`config.mk`:
```
export PLATFORM = sky130hd
export DESIGN_NAME = mem_wb_stage
export DESIGN_NICKNAME = d
export VERILOG_FILES = /design/src/rtl/mem_wb_stage.sv
export SDC_FILE = /design/constraint.sdc
export NUM_CORES = 1
export LEC_CHECK = 0
export ABC_AREA = 0
export CAP_MARGIN = 25
export CORE_UTILIZATION = 40
export CTS_CLUSTER_SIZE = 25
export DETAILED_ROUTE_END_ITERATION = 8
export HOLD_SLACK_MARGIN = 0.08
export MAX_ROUTING_LAYER = met4
export PLACE_DENSITY = 0.79
export RECOVER_POWER = 25
export SLEW_MARGIN = 25
export SYNTH_ARGS = -nofsm -noshare
export SYNTH_HDL_FRONTEND = slang
export SYNTH_SLANG_ARGS = --single-unit
```
`constraint.sdc`:
```
create_clock -name clk -period 3.16 [get_ports clk]
set_input_delay 0.474 -clock clk [delete_from_list [all_inputs] [get_ports clk]]
set_output_delay 0.474 -clock clk [all_outputs]
set_load 0.01 [all_outputs]
```
`src/rtl/mem_wb_stage.sv`:
```
// MEM/WB pipeline register, writeback mux, register-file write enable and halt FSM.
// Optional retired-instruction counter is enabled with `define WB_RETIRE_COUNT_EN.
module mem_wb_stage #(
    parameter int PC_BITS        = 32,
    parameter int PROC_BITS      = 32,
    parameter int REG_ADDRS_BITS = 5
) (
    input  logic                      clk,
    input  logic                      rst,
    input  logic                      i_valid,
    input  logic                      i_stall,
    input  logic                      i_flush,
    input  logic [PROC_BITS-1:0]      i_alu_data,
    input  logic [PROC_BITS-1:0]      i_mem_data,
    input  logic [REG_ADDRS_BITS-1:0] i_rd,
    input  logic                      i_pc_to_reg,
    input  logic [PC_BITS-1:0]        i_pc_return,
    input  logic                      i_RegWrite,
    input  logic                      i_MemtoReg,
    input  logic                      i_halt,
    output logic [PROC_BITS-1:0]      o_wb_data,
    output logic [REG_ADDRS_BITS-1:0] o_wb_rd,
    output logic                      o_wb_RegWrite,
    output logic                      o_halted,
    output logic [31:0]               o_retired
);

    typedef enum logic {RUN, HALTED} state_t;

    state_t                    state_q, state_d;
    logic                      valid_q, valid_d;
    logic [PROC_BITS-1:0]      alu_data_q, alu_data_d;
    logic [REG_ADDRS_BITS-1:0] rd_q, rd_d;
    logic                      pc_to_reg_q, pc_to_reg_d;
    logic [PC_BITS-1:0]        pc_return_q, pc_return_d;
    logic                      reg_write_q, reg_write_d;
    logic                      mem_to_reg_q, mem_to_reg_d;
    logic                      halt_q, halt_d;
    logic                      halt_now;
    logic                      retire;

    // A halt leaving WB moves the FSM to HALTED and lets nothing younger in behind it.
    assign halt_now = (state_q == RUN) && valid_q && halt_q && !i_stall;
    assign retire   = (state_q == RUN) && valid_q && !i_stall;

    always_comb begin
        state_d      = halt_now ? HALTED : state_q;
        valid_d      = valid_q;
        alu_data_d   = alu_data_q;
        rd_d         = rd_q;
        pc_to_reg_d  = pc_to_reg_q;
        pc_return_d  = pc_return_q;
        reg_write_d  = reg_write_q;
        mem_to_reg_d = mem_to_reg_q;
        halt_d       = halt_q;
        if (state_q == HALTED || halt_now || i_flush) begin
            valid_d      = 1'b0;
            pc_to_reg_d  = 1'b0;
            reg_write_d  = 1'b0;
            mem_to_reg_d = 1'b0;
            halt_d       = 1'b0;
        end else if (!i_stall) begin
            valid_d      = i_valid;
            alu_data_d   = i_alu_data;
            rd_d         = i_rd;
            pc_return_d  = i_pc_return;
            pc_to_reg_d  = i_pc_to_reg & i_valid;
            reg_write_d  = i_RegWrite  & i_valid;
            mem_to_reg_d = i_MemtoReg  & i_valid;
            halt_d       = i_halt      & i_valid;
        end
    end

    always_ff @(posedge clk or posedge rst) begin
        if (rst) begin
            state_q      <= RUN;
            valid_q      <= 1'b0;
            alu_data_q   <= '0;
            rd_q         <= '0;
            pc_to_reg_q  <= 1'b0;
            pc_return_q  <= '0;
            reg_write_q  <= 1'b0;
            mem_to_reg_q <= 1'b0;
            halt_q       <= 1'b0;
        end else begin
            state_q      <= state_d;
            valid_q      <= valid_d;
            alu_data_q   <= alu_data_d;
            rd_q         <= rd_d;
            pc_to_reg_q  <= pc_to_reg_d;
            pc_return_q  <= pc_return_d;
            reg_write_q  <= reg_write_d;
            mem_to_reg_q <= mem_to_reg_d;
            halt_q       <= halt_d;
        end
    end

    // Load data comes straight from the BRAM output register, so it is muxed unregistered.
    always_comb begin
        if (pc_to_reg_q)       o_wb_data = PROC_BITS'(pc_return_q);
        else if (mem_to_reg_q) o_wb_data = i_mem_data;
        else                   o_wb_data = alu_data_q;
    end

    assign o_wb_rd       = rd_q;
    assign o_wb_RegWrite = valid_q && reg_write_q && (rd_q != '0);
    assign o_halted      = (state_q == HALTED);

`ifdef WB_RETIRE_COUNT_EN
    logic [31:0] retired_q, retired_d;

    always_comb begin
        retired_d = retired_q + 32'(retire);
    end

    always_ff @(posedge clk or posedge rst) begin
        if (rst) retired_q <= '0;
        else     retired_q <= retired_d;
    end

    assign o_retired = retired_q;
`else
    logic unused_retire;
    assign unused_retire = retire;
    assign o_retired     = '0;
`endif

endmodule

```
==> results.md <==
* Status: finished, final reports clean
* Final GP Congestion at 0.824
* # diodes at 0
* Leakage power at around 2.1 nW
* Synth area leader: dfrtp_1
* Netlist Area Pre-Place at between 0.003 and 0.004 mm^2
* Clk_lat worst skew at 0.33 ns
* Synthesized area per cell at between 10 and 15 um^2
* Clock tree buffer depth at 2
* Worst Path Required at 2.69 ns
* Final Power at 0.00269 W
* Cell Pwr Density at ~500 mW/mm^2
* Post-DR wirelength/cell at 14.6 um
* Fin crit period at 2.86 ns
* Clock network power share at 29.4%
* Starting Density at around two fifths
* Chip Height at 99.0 um
* H-tree depth at 3
* Commonest register cell after synthesis: dfrtp_1
* Drt initial violations at 87
* Pint at 0.00200 W
* Synth warn at 0
* Final hold vios at 0
* Kind of critical path: reg -> out
* Gr ovfl total at 0
* Synth unique cells at 20
* Sw Ratio at approximately 26%
* Clock slew at reported path FFs at 0.08 ns
* Row cnt at 35
* Setup-failing EPs final at 0
* Core Region at approximately 0.0092 mm^2
* Antenna violation net count after detailed routing at 0
* RSZ-0062 raised after global routing: false
* Global-route wire length before repair at 13300 um
* CTS tree: yes
* Seq/Total Area, Yosys at 49.9%
* Final WL at 8240 um
* Post-CTS Hold Fix Bufs at 0
* Final nets at 559
* Net switching power at 0.000692 W
* Post-DP HPWL at 6090 um
* Final core utilization at 58.7%
* Final period utilization at ~91%
* WHS at 0.486 ns
* Peak supply drop at between 0.0003 and 0.0004 V
* Sequential power share at a little under half
* Largest net degree at the start of global routing at 47
* Synthesis-stage register bit count at 75
* Gates resized, CTS repair at 0
* Worst-Margin Slew at between 1 and 1.5 ns
* Buffers on Ports at 148
* Antenna violations before repair at 0
* Fmax at 349 MHz
* Area of the die at 0.00979 mm^2
* DR DRC count at 0
* Area delta synth->final at 42.7%
* Crit start category: flip-flop
* Synth area leaders: dfrtp_1 (50%), mux2_1 (16%), mux2i_1 (8.5%)
* Vias in the first global route at roughly 2.8k
* Async SR Flop Fraction at 100%
* DRT Pass-1 Iters at 4
* Crit-path max FO at 24
* Post-placement setup slack at 0.636 ns
* EDFF count, synth at 0
* Number of post-CTS setup repair buffers at 0
* I/O Pins at ~180
* Num CTS Buffers at 9
* Root Driver: clkbuf_8
* GRT Total Usage at around 18%
* Vias per cell at 4.86
* Post-synth top area share at roughly 50%
* Via Count at 2748
* Fin. max-slew vios at 0
* Chip width at 99.0 um
* Worst Path Arrival at 2.39 ns
* Max_slew headroom at 7.55%
* CP Capture Type: output port
* Min-delay worst type: reg -> reg
* Combinational power share at between 20% and 30%
* # clock sinks at 75
* Final worst slack at around 0.30 ns
* Skew final at 0.00942 ns
* Mapped Cells at 304
* Setup tns final at 0 ns
* Max Cap Viol at 0
* Share of cells above drive strength 1 at 8.59%
[cell type report]
class / count / area [um^2]
Fill cell: 746 / 3780
Sequential cell: 75 / 1880
Multi-Input combinational cell: 208 / 1610
Timing Repair Buffer: 154 / 1520
Tap cell: 111 / 139
Clock buffer: 9 / 124
Clock inverter: 7 / 92.6
Inverter: 1 / 5.00
[cell families after synthesis]
family	count (synthesis)	share of synthesized area (%)
DFF	75	49.9
AOI/OAI and AO/OA	40	6.75
other	1	0.0997
buffers and inverters	52	10.4
and+or+nand+nor	35	3.66
muxes	101	29.2
[worst max-delay path: stages (launching register included)]
cell             delay, ns
dfrtp_2               0.87
buf_4                 0.34
mux2i_1               0.09
o21ai_0               0.17
clkdlybuf4s50_1       0.57
[worst paths after layout]
check,end,slack [ns],cells past startpoint,start
max,o_wb_data[20],0.30,4,mem_to_reg_q
min,alu_data_q[6],0.49,1,alu_data_q[6]
max reg2reg,pc_return_q[1],1.27,3,halt_q
min reg2reg,alu_data_q[6],0.49,1,alu_data_q[6]
max in group asynchronous,pc_return_q[22],0.84,3,rst
min in group asynchronous,alu_data_q[21],0.90,2,rst
[cells in the mapped netlist (2+ instances only)]
master     n
dfrtp_1   75
mux2_1    55
nand2_1   33
buf_4     32
mux2i_1   32
o21ai_0   32
mux2_2    14
clkbuf_1   8
buf_8      5
a32o_1     4
buf_2      4
buf_6      2
[state kept, by name, indices dropped and copies added, names as in the netlist]
| register | count |
|---|---|
| alu_data_q | 32 |
| halt_q | 1 |
| mem_to_reg_q | 1 |
| o_halted | 1 |
| o_wb_rd | 5 |
| pc_return_q | 32 |
| pc_to_reg_q | 1 |
| reg_write_q | 1 |
| valid_q | 1 |
[power by group through the flow]
stage	logic (W)	clock network [W]	registers, W
after global routing	0.000731	0.000864	0.00125
final	0.000672	0.000793	0.00123
after global placement	0.000666	0	0.00124
after CTS	0.000686	0.000820	0.00123
after floorplan	0.000345	0	0.00122
after detailed placement	0.000682	0	0.00125
[cells in the final DEF, fill, tap and decap left out, drive strengths merged, types with 2 or more instances in the layout]
cell / synthesis / routed
clkdlybuf4s50: 0 / 146
dlygate4sd3: 0 / 2
dfrtp: 75 / 75
clkinv: 0 / 5
buf: 43 / 4
clkbuf: 8 / 11
mux2i: 32 / 32
conb: 1 / 32
o21ai: 32 / 32
mux2: 69 / 69
bufinv: 0 / 2
a32o: 4 / 4
nand2: 33 / 33
[metrics by stage]
step | instance area, um^2 | instances
4_1_cts | 5390 | 565
5_1_grt | 5370 | 565
3_5_place_dp | 5170 | 549
2_1_floorplan | 3880 | 335
6_report | 5370 | 565
3_3_place_gp | 5170 | 549
[layer usage]
| metal | vias up | part of all wire (%) | GRT usage, % |
|---|---|---|---|
| met5 | - | 0 | - |
| met4 | 0 | 1.0 | 4.82 |
| met3 | 8 | 8.3 | 5.32 |
| met2 | 124 | 50 | 30.0 |
| met1 | 1326 | 41 | 20.9 |
| li1 | 1290 | - | - |
Power figures use the tool's default switching activity.
